===== src/rtl/owr_pkg.sv =====
// Shared constants and state encoding for the 1-Wire temperature responder.
package owr_pkg;

    localparam logic [7:0] OWR_SKIP_ROM = 8'hCC;
    localparam logic [7:0] OWR_CONVERT  = 8'h44;
    localparam logic [7:0] OWR_READ_SCR = 8'hBE;

    // Reflected form of x^8+x^5+x^4+1
    localparam logic [7:0] OWR_CRC_POLY = 8'h8C;

    localparam logic [15:0] OWR_TEMP_POR = 16'h0550;

    // Scratchpad bytes 2..7, byte 2 in the low octet
    localparam logic [47:0] OWR_SCR_CONST = {8'h10, 8'h0C, 8'hFF, 8'h7F, 8'h46, 8'h4B};

    typedef enum logic [2:0] {
        ST_IDLE,
        ST_PRES_GAP,
        ST_PRES,
        ST_ROM_CMD,
        ST_FN_CMD,
        ST_CONVERT,
        ST_DONE,
        ST_TX
    } owr_state_e;

endpackage


===== src/rtl/owr_crc8.sv =====
// Bit-serial Dallas CRC8, LSB-first input.
module owr_crc8
    import owr_pkg::*;
(
    input  logic       i_clk,
    input  logic       i_rst,
    input  logic       i_clr,
    input  logic       i_en,
    input  logic       i_bit,
    output logic [7:0] o_crc
);

    logic [7:0] crc_q;
    logic [7:0] crc_d;
    logic       fb;

    always_comb begin
        fb    = crc_q[0] ^ i_bit;
        crc_d = crc_q;
        if (i_clr) begin
            crc_d = 8'h00;
        end else if (i_en) begin
            crc_d = {1'b0, crc_q[7:1]} ^ (fb ? OWR_CRC_POLY : 8'h00);
        end
    end

    always_ff @(posedge i_clk or negedge i_rst) begin
        if (!i_rst) begin
            crc_q <= 8'h00;
        end else begin
            crc_q <= crc_d;
        end
    end

    assign o_crc = crc_q;

endmodule


===== src/rtl/owr_temp_slave.sv =====
// 1-Wire slave emulating one DS18B20: presence, Skip ROM, Convert T and
// Read Scratchpad with a serially generated CRC byte.
module owr_temp_slave
    import owr_pkg::*;
#(
    parameter int US_DIV       = 12,
    parameter int RST_MIN_US   = 400,
    parameter int PRES_WAIT_US = 30,
    parameter int PRES_LEN_US  = 120,
    parameter int SAMPLE_US    = 30,
    parameter int TX0_US       = 30,
    parameter int CONV_US      = 750000
) (
    input  logic        i_clk,
    input  logic        i_rst,
    input  logic        i_owr,
    output logic        o_owr,
    input  logic [15:0] i_temp,
    output logic        o_busy,
    output logic        o_conv_done
);

    localparam int DIV_W = (US_DIV > 1) ? $clog2(US_DIV) : 1;
    localparam int LOW_W = $clog2(RST_MIN_US + 1);
    localparam int SLOT_US = (SAMPLE_US > TX0_US) ? SAMPLE_US : TX0_US;

    localparam logic [DIV_W-1:0] DIV_MAX     = DIV_W'(US_DIV - 1);
    localparam logic [LOW_W-1:0] LOW_MAX     = LOW_W'(RST_MIN_US);
    localparam logic [19:0]      PRES_WAIT_T = 20'(PRES_WAIT_US);
    localparam logic [19:0]      PRES_LEN_T  = 20'(PRES_LEN_US);
    localparam logic [19:0]      TX0_T       = 20'(TX0_US);
    localparam logic [19:0]      SLOT_T      = 20'(SLOT_US);
    localparam logic [19:0]      CONV_T      = 20'(CONV_US);

    logic             owr_s1_q, owr_s1_d;
    logic             owr_s2_q, owr_s2_d;
    logic             owr_prev_q, owr_prev_d;
    logic [DIV_W-1:0] div_q, div_d;
    logic [19:0]      us_q, us_d;
    logic [LOW_W-1:0] low_q, low_d;
    logic             rst_pend_q, rst_pend_d;
    owr_state_e       state_q, state_d;
    logic [6:0]       bit_q, bit_d;
    logic [6:0]       rx_q, rx_d;
    logic [63:0]      sr_q, sr_d;
    logic             slot_q, slot_d;
    logic             owr_q, owr_d;
    logic             busy_q, busy_d;
    logic             done_q, done_d;
    logic [19:0]      conv_q, conv_d;
    logic [15:0]      scr_q, scr_d;

    logic       tick;
    logic       fall;
    logic       slot_open;
    logic       fall_acc;
    logic       slot_end;
    logic [7:0] rx_byte;
    logic       tx_bit;
    logic       crc_clr;
    logic       crc_en;
    logic [7:0] crc;

    owr_crc8 u_crc (
        .i_clk (i_clk),
        .i_rst (i_rst),
        .i_clr (crc_clr),
        .i_en  (crc_en),
        .i_bit (tx_bit),
        .o_crc (crc)
    );

    assign tick      = (div_q == DIV_MAX);
    assign fall      = owr_prev_q & ~owr_s2_q;
    assign slot_open = state_q inside {ST_ROM_CMD, ST_FN_CMD, ST_CONVERT, ST_DONE, ST_TX};
    assign fall_acc  = fall & ~slot_q & slot_open & ~rst_pend_q;
    assign slot_end  = slot_q & (us_q >= SLOT_T);
    assign rx_byte   = {owr_s2_q, rx_q};
    // CRC stops updating after bit 63 and is then read out bit by bit
    assign tx_bit    = (bit_q < 7'd64) ? sr_q[0] : crc[bit_q[2:0]];

    always_comb begin
        owr_s1_d   = i_owr;
        owr_s2_d   = owr_s1_q;
        owr_prev_d = owr_s2_q;
        div_d      = tick ? '0 : div_q + 1'b1;
        us_d       = (tick && (us_q != 20'hFFFFF)) ? us_q + 20'd1 : us_q;
        low_d      = low_q;
        rst_pend_d = rst_pend_q;
        state_d    = state_q;
        bit_d      = bit_q;
        rx_d       = rx_q;
        sr_d       = sr_q;
        slot_d     = slot_q;
        owr_d      = owr_q;
        busy_d     = busy_q;
        done_d     = 1'b0;
        conv_d     = conv_q;
        scr_d      = scr_q;
        crc_clr    = 1'b0;
        crc_en     = 1'b0;

        if (owr_s2_q) begin
            low_d = '0;
        end else if (tick && (low_q != LOW_MAX)) begin
            low_d = low_q + 1'b1;
        end
        if (!owr_s2_q && (low_q == LOW_MAX)) begin
            rst_pend_d = 1'b1;
        end

        // Conversion timer is independent of the FSM and survives bus resets
        if (busy_q && tick) begin
            if (conv_q <= 20'd1) begin
                busy_d = 1'b0;
                done_d = 1'b1;
                scr_d  = i_temp;
                if (state_q == ST_CONVERT) begin
                    state_d = ST_DONE;
                end
            end else begin
                conv_d = conv_q - 20'd1;
            end
        end

        if (owr_q && (state_q != ST_PRES) && (us_q >= TX0_T)) begin
            owr_d = 1'b0;
        end

        case (state_q)
            ST_PRES_GAP: begin
                if (us_q >= PRES_WAIT_T) begin
                    state_d = ST_PRES;
                    us_d    = '0;
                    owr_d   = 1'b1;
                end
            end
            ST_PRES: begin
                if (us_q >= PRES_LEN_T) begin
                    state_d = ST_ROM_CMD;
                    owr_d   = 1'b0;
                    bit_d   = '0;
                    slot_d  = 1'b0;
                end
            end
            default: ;
        endcase

        if (fall_acc) begin
            slot_d = 1'b1;
            us_d   = '0;
            if ((state_q == ST_CONVERT) || ((state_q == ST_TX) && !tx_bit)) begin
                owr_d = 1'b1;
            end
        end

        if (slot_end) begin
            slot_d = 1'b0;
            case (state_q)
                ST_ROM_CMD: begin
                    rx_d  = rx_byte[7:1];
                    bit_d = bit_q + 7'd1;
                    if (bit_q[2:0] == 3'd7) begin
                        bit_d   = '0;
                        state_d = (rx_byte == OWR_SKIP_ROM) ? ST_FN_CMD : ST_IDLE;
                    end
                end
                ST_FN_CMD: begin
                    rx_d  = rx_byte[7:1];
                    bit_d = bit_q + 7'd1;
                    if (bit_q[2:0] == 3'd7) begin
                        bit_d = '0;
                        case (rx_byte)
                            OWR_CONVERT: begin
                                state_d = ST_CONVERT;
                                busy_d  = 1'b1;
                                conv_d  = CONV_T;
                            end
                            OWR_READ_SCR: begin
                                state_d = ST_TX;
                                sr_d    = {OWR_SCR_CONST, scr_q};
                                crc_clr = 1'b1;
                            end
                            default: state_d = ST_IDLE;
                        endcase
                    end
                end
                ST_TX: begin
                    crc_en = (bit_q < 7'd64);
                    sr_d   = {1'b0, sr_q[63:1]};
                    bit_d  = bit_q + 7'd1;
                    if (bit_q == 7'd71) begin
                        state_d = ST_IDLE;
                    end
                end
                default: ;
            endcase
        end

        // A long low overrides everything; presence follows the release
        if (rst_pend_q) begin
            state_d = ST_IDLE;
            owr_d   = 1'b0;
            slot_d  = 1'b0;
            if (owr_s2_q) begin
                rst_pend_d = 1'b0;
                state_d    = ST_PRES_GAP;
                us_d       = '0;
            end
        end
    end

    always_ff @(posedge i_clk or negedge i_rst) begin
        if (!i_rst) begin
            owr_s1_q   <= 1'b1;
            owr_s2_q   <= 1'b1;
            owr_prev_q <= 1'b1;
            div_q      <= '0;
            us_q       <= '0;
            low_q      <= '0;
            rst_pend_q <= 1'b0;
            state_q    <= ST_IDLE;
            bit_q      <= '0;
            rx_q       <= '0;
            sr_q       <= '0;
            slot_q     <= 1'b0;
            owr_q      <= 1'b0;
            busy_q     <= 1'b0;
            done_q     <= 1'b0;
            conv_q     <= '0;
            scr_q      <= OWR_TEMP_POR;
        end else begin
            owr_s1_q   <= owr_s1_d;
            owr_s2_q   <= owr_s2_d;
            owr_prev_q <= owr_prev_d;
            div_q      <= div_d;
            us_q       <= us_d;
            low_q      <= low_d;
            rst_pend_q <= rst_pend_d;
            state_q    <= state_d;
            bit_q      <= bit_d;
            rx_q       <= rx_d;
            sr_q       <= sr_d;
            slot_q     <= slot_d;
            owr_q      <= owr_d;
            busy_q     <= busy_d;
            done_q     <= done_d;
            conv_q     <= conv_d;
            scr_q      <= scr_d;
        end
    end

    assign o_owr       = owr_q;
    assign o_busy      = busy_q;
    assign o_conv_done = done_q;

endmodule


===== config.mk =====
export PLATFORM = sky130hd
export DESIGN_NAME = owr_temp_slave
export DESIGN_NICKNAME = d
export VERILOG_FILES = /design/src/rtl/owr_pkg.sv /design/src/rtl/owr_crc8.sv /design/src/rtl/owr_temp_slave.sv
export SDC_FILE = /design/constraint.sdc
export NUM_CORES = 1
export LEC_CHECK = 0
export ABC_AREA = 1
export CORE_UTILIZATION = 60
export CTS_CLUSTER_SIZE = 16
export DETAILED_ROUTE_END_ITERATION = 7
export GPL_TIMING_DRIVEN = 1
export HOLD_SLACK_MARGIN = 0.12
export PLACE_DENSITY = 0.84
export SLEW_MARGIN = 30
export SYNTH_ARGS = -nofsm -noshare
export SYNTH_HDL_FRONTEND = slang
export SYNTH_SLANG_ARGS = --single-unit

===== constraint.sdc =====
create_clock -name i_clk -period 4.4 [get_ports i_clk]
set_clock_uncertainty 0.05 [all_clocks]
set_input_delay 0.66 -clock i_clk [delete_from_list [all_inputs] [get_ports i_clk]]
set_output_delay 0.66 -clock i_clk [all_outputs]
set_load 0.02 [all_outputs]

==> impl_metrics.tcl, run 1 <==
set metrics [dict create \
    dieArea_um2 13900 \
    critPathMostFrequentCell "nor2_8" \
    fin_util 0.697 \
    clock-sinks 163 \
    hold_buffers 0 \
    maxCapViolations 0 \
    ys_seq_area_frac 0.508 \
    power_density_nw_per_um2 343 \
    drive_gt1_frac 0.103 \
    drtIter0Drc 711 \
    cts_resized 0 \
    start_kind "flip-flop" \
    routed_wl_um 16100 \
    fin_hold_ws_ns 0.248 \
    synth.area.top_cells "dfrtp_1, nand2_1, inv_1, nor2_1, nand3_1" \
    status "complete, no violations" \
    async_reset_ff_frac 1.00 \
    cts_setup_buffers 0 \
    ios 22 \
    crit_chain "nand2_1, nor2_4, buf_4, inv_2, nor2_8, nor2_8, inv_4, o211ai_2, o21ai_2" \
    cts_tree "yes" \
    place.gp.congestion 0.913 \
    port-buffer-count 21 \
    clk_path_buf_depth 2 \
    slowest_stage "inv_4" \
    root_buffer "clkbuf_16" \
    cp-end-kind "flip-flop" \
    die_w_um 118 \
    worstRegToRegCells 9 \
    fillerInstances 950 \
    yosys_most_used_dff "dfrtp_1" \
    placed_area_um2 8370 \
    ys_ff_latch 163 \
    critPathKind "reg2reg" \
    n_antenna_cell 0 \
    route.vias.total 6371 \
    track_usage 0.254 \
    ctsHtreeMaxLevel 4 \
    hold_viol_final 0 \
    synth.distinct_cells 48 \
    synth-edff-count 0 \
    layout_setup_ws_ns 1.66 \
    slew_headroom 0.454 \
    drtPass1Iterations 5 \
    syn-num-nets 981 \
    cp_max_fo 50 \
    hold_path_class "in2async" \
    overflow 0 \
    final_cells 1156 \
    worstReg2RegStart "state_q[1]" \
    cts_inserted_buffers 17 \
    reg2reg_to "sr_q[9]" \
    slowest_delay_ns 0.50 \
    crit_arrival_ns 3.05 \
    clock_latency_ns 0.44 \
    clkTransAtPathRegs_ns 0.06 \
    yosysTopAreaCellShare 0.485 \
    drt_drc_violations_left 0 \
    dp.cells 1125 \
    grt_pass1_vias 6245 \
    slew_viol_final 0 \
    ant_nets 0 \
    finalCritPeriodShare 0.624 \
    finalSetupViolations 0 \
    p_total_mw 3.08 \
    syn_avg_cell_area_um2 8.45 \
    period_needed_ns 2.74 \
    worst_pin_slew_ns 0.819 \
    place_hpwl_um 10400 \
    avgViaCountPerCell 5.51 \
    syn_area_um2 8050 \
    p_leak_nw 4.40 \
    grt_pass1_wl_um 28500 \
    pre_cts_slack_ns 1.73 \
    r2r_setup_slack_ns 1.66 \
    grt_antenna_before_repair 0 \
    fin_setup_tns_ns 0 \
    grt_max_degree 115 \
    start_util 0.625 \
    final_cell_area_um2 8980 \
    cp.required_ns 4.71 \
    crit_family "buffers and inverters" \
    yosysWarnings 0 \
    multi_input_area_um2 3200 \
    register_area_um2 4090 \
    post_drt_wl_per_cell_um 13.9 \
    yosys.area.top_type "dfrtp_1" \
    syn_inst 953 \
    rows 41 \
    max_freq_ghz 0.364 \
    area_delta_synth_final_pct 11.5 \
    fin_nets 1000 \
    rsz0062_at_grt "false" \
    core_area_um2 12900 \
    die_h_um 118 \
    ir_drop_mv 0.264 \
    crit_buf_inv 3 \
]
==> flip-flops by register name, summed over array words and instances (netlist names) <==
| register | flops |
|---|---|
| owr_prev_q | 1 |
| rx_q | 7 |
| us_q | 20 |
| scr_q | 16 |
| conv_q | 20 |
| low_q | 9 |
| slot_q | 1 |
| u_crc.o_crc | 8 |
| o_conv_done | 1 |
| state_q | 3 |
| div_q | 4 |
| bit_q | 7 |
| owr_s1_q | 1 |
| o_busy | 1 |
| o_owr | 1 |
| rst_pend_q | 1 |
| sr_q | 61 |
| owr_prev_d | 1 |
==> Yosys cell counts, drive strengths merged (2+ instances only) <==
library cell / number
dfstp: 7
o211ai: 18
o22ai: 29
buf: 17
a21oi: 35
a31oi: 2
nor2: 98
nand2: 200
a22oi: 24
xor2: 10
clkbuf: 6
nor4: 2
o21ai: 69
nand3b: 2
nand3: 57
dfrtp: 156
nor3: 26
nand4: 10
ha: 9
inv: 165
==> final cells by class <==
class                           instances  area share
Inverter                              166      0.0697
Sequential cell                       163       0.455
Multi-Input combinational cell        601       0.356
Clock buffer                           19      0.0505
Clock inverter                         12      0.0171
Tap cell                              172      0.0240
Timing Repair Buffer                   23      0.0270
==> where the power goes <==
group / total, mW / leakage, nW / internal, mW / switching (mW)
Clock: 1.51 / 0.303 / 0.920 / 0.595
Combinational: 0.0589 / 1.92 / 0.0205 / 0.0384
Sequential: 1.51 / 2.18 / 1.50 / 0.00338
Total: 3.08 / 4.40 / 2.44 / 0.636
==> cells by family (layout without fill, tap and decap cells) <==
group	after synthesis	after routing	synth area share
compound gates	183	183	0.153
xor+xnor	11	11	0.0120
fa+ha+maj	9	9	0.0140
buf+inv	189	220	0.0952
flops	163	163	0.508
simple gates	398	398	0.219
==> worst register-to-register path: cells and delay by family, from the launching register on <==
kind | cells | cell delay (ns)
AND/OR/NAND/NOR | 4 | 0.82
flip-flops | 1 | 0.42
AO/OA/AOI/OAI | 2 | 0.35
buffers and inverters | 3 | 1.05
==> cell usage in the layout, fill, tap and decap left out, drive strengths merged, types with 8 or more instances in the layout <==
cell | Yosys | layout
dfrtp | 156 | 156
a22oi | 24 | 24
clkdlybuf4s50 | 0 | 20
nand4 | 10 | 10
inv | 165 | 167
nand3 | 57 | 57
xor2 | 10 | 10
ha | 9 | 9
o22ai | 29 | 29
nor3 | 26 | 26
a21oi | 35 | 35
nor2 | 98 | 98
nand2 | 200 | 200
clkinv | 1 | 8
o21ai | 69 | 69
o211ai | 18 | 18
clkbuf | 6 | 19
==> how the worst max path moves through the flow <==
stage | cells past startpoint | from | to | slack [ns]
final | 9 | state_q[1] | sr_q[9] | 1.66
after global routing | 9 | state_q[1] | sr_q[9] | 1.42
after CTS | 9 | state_q[1] | sr_q[9] | 1.65
after detailed placement | 9 | state_q[0] | sr_q[12] | 1.73
after global placement | 9 | state_q[0] | sr_q[14] | 1.80
after floorplan | 13 | us_q[0] | sr_q[14] | 2.50
==> per-layer routing <==
layer  global-route usage  routed length, um
met2                0.400               7640
met5                    0                  0
met3               0.0581                639
met1                0.342               7490
met4               0.0946                319
Power figures use the tool's default switching activity.
==> inputs of run 2 (changes only) <==
CORE_UTILIZATION = 56   (was 60)
PLACE_DENSITY = 0.82   (was 0.84)
clock period = 2.42 ns   (was 4.4 ns; I/O delays follow)
==> impl_metrics.tcl, run 2 (synthesis gave the netlist of run 1 again) <==
set metrics [dict create \
    power_density_nw_per_um2 582 \
    largestRegisters "sr_q (61), conv_q (20), us_q (20)" \
    crit_arrival_ns 2.49 \
    finalCritPeriodShare 0.923 \
    slew_viol_final 0 \
    cp.required_ns 2.68 \
    crit_start "us_q[0]" \
    slew_headroom 0.591 \
    drive_gt1_frac 0.118 \
    mostFrequentLayoutCell "nand2_1" \
    avgViaCountPerCell 5.44 \
    final_cell_area_um2 9130 \
    cts_setup_buffers 0 \
    slowest_stage "dfrtp_1" \
    hold_viol_final 0 \
    grt_antenna_before_repair 0 \
    dieArea_um2 14900 \
    cts_tree "yes" \
    cp-end-kind "flip-flop" \
    ant_nets 0 \
    die_w_um 122 \
    root_buffer "clkbuf_16" \
    largest_reg_flops 61 \
    grt_max_degree 64 \
    period_needed_ns 2.23 \
    n_antenna_cell 0 \
    ios 22 \
    fin_setup_tns_ns 0 \
    place.gp.congestion 0.933 \
    fin_hold_ws_ns 0.300 \
    final_cells 1186 \
    fin_nets 1022 \
    core_area_um2 13900 \
    overflow 0 \
    hold_path_class "in2reg" \
    post_drt_wl_per_cell_um 14.0 \
    cp_max_fo 14 \
    drtIter0Drc 510 \
    place_hpwl_um 11300 \
    ctsHtreeMaxLevel 4 \
    finalSetupViolations 0 \
    crit_chain "inv_1, ha_1, inv_1, nand2_1, nand3_1, nand2_1, o21ai_4, nor2_8, nor2_8, inv_4, buf_4, o211ai_2, o21ai_2" \
    port-buffer-count 21 \
    clkTransAtPathRegs_ns 0.07 \
    grt_pass1_vias 6145 \
    track_usage 0.241 \
    worst_pin_slew_ns 0.607 \
    route.vias.total 6452 \
    clock_latency_ns 0.42 \
    p_leak_nw 4.46 \
    ir_drop_mv 0.494 \
    worstReg2RegStart "us_q[0]" \
    slowest_delay_ns 0.39 \
    cts_inserted_buffers 17 \
    rsz0062_at_grt "false" \
    status "complete, no violations" \
    p_total_mw 5.32 \
    rows 43 \
    critPathKind "reg2reg" \
    dp.cells 1153 \
    drt_drc_violations_left 0 \
    grt_pass1_wl_um 28300 \
    regMostFlops "sr_q" \
    clk_path_buf_depth 2 \
    area_delta_synth_final_pct 13.4 \
    die_h_um 122 \
    start_kind "flip-flop" \
    drtPass1Iterations 5 \
    placed_area_um2 8580 \
    routed_wl_um 16700 \
    final_cell_mix "nand2_1, inv_1, dfrtp_1" \
    max_freq_ghz 0.448 \
    clock-sinks 163 \
    maxCapViolations 0 \
    start_util 0.578 \
    min_from "i_owr" \
]
run 2: cell count changes in the layout (fill, tap and decap cells not counted), moves of 2 or more:
cell / change
clkbuf_1: +3
clkinvlp_4: +3
buf_4: +16
clkinv_2: -2
buf_12: +4
bufinv_16: -3
run 2: cell type report:
class,instances,area (um^2)
well taps,180,225
flip-flops and latches,163,4090
clock buffers,21,450
repair buffers,44,449
inverters,166,626
fillers,1081,4800
clock inverters,10,78.8
multi-input cells,602,3220
run 2: power breakdown:
| part | internal, mW | switching, mW | total [mW] |
|---|---|---|---|
| logic | 0.0461 | 0.0765 | 0.123 |
| registers | 2.73 | 0.00377 | 2.74 |
| clock network | 1.35 | 1.11 | 2.46 |
run 2: path summary, 6_finish.rpt:
| path | slack, ns | depth (start not counted) | end |
|---|---|---|---|
| min | 0.30 | 1 | owr_s1_q |
| min reg2reg | 0.31 | 0 | owr_prev_d |
| max | 0.19 | 13 | sr_q[8] |
| min in group asynchronous | 0.46 | 2 | low_q[2] |
| max reg2reg | 0.19 | 13 | sr_q[8] |
| max in group asynchronous | 1.17 | 3 | scr_q[8] |
run 2: timing repair:
item / CTS / global route
setup endpoints to repair: 0 / 4
hold buffers: 1 / 0
resized for setup: 0 / 1
endpoints found under the hold margin: 57 / 0
run 2: metrics by stage:
step	util	setup slack [ns]
after global routing	0.655	0.00915
final	0.655	0.186
after detailed placement	0.616	0.193
after global placement	0.616	0.269
after CTS	0.654	0.171
after floorplan	-	0.521
run 2: metal layers:
| metal | part of all wire | track usage |
|---|---|---|
| met5 | 0 | 0 |
| met1 | 0.47 | 0.332 |
| met2 | 0.47 | 0.385 |
| met4 | 0.011 | 0.0671 |
| met3 | 0.047 | 0.0510 |
run 2: critical path, delay by kind of cell (launching register included):
kind / cells / cell delay (ns)
AND/OR/NAND/NOR: 5 / 0.52
buffers and inverters: 4 / 0.44
flip-flops: 1 / 0.39
adder cells (fa/ha/maj): 1 / 0.20
AO/OA/AOI/OAI: 3 / 0.51
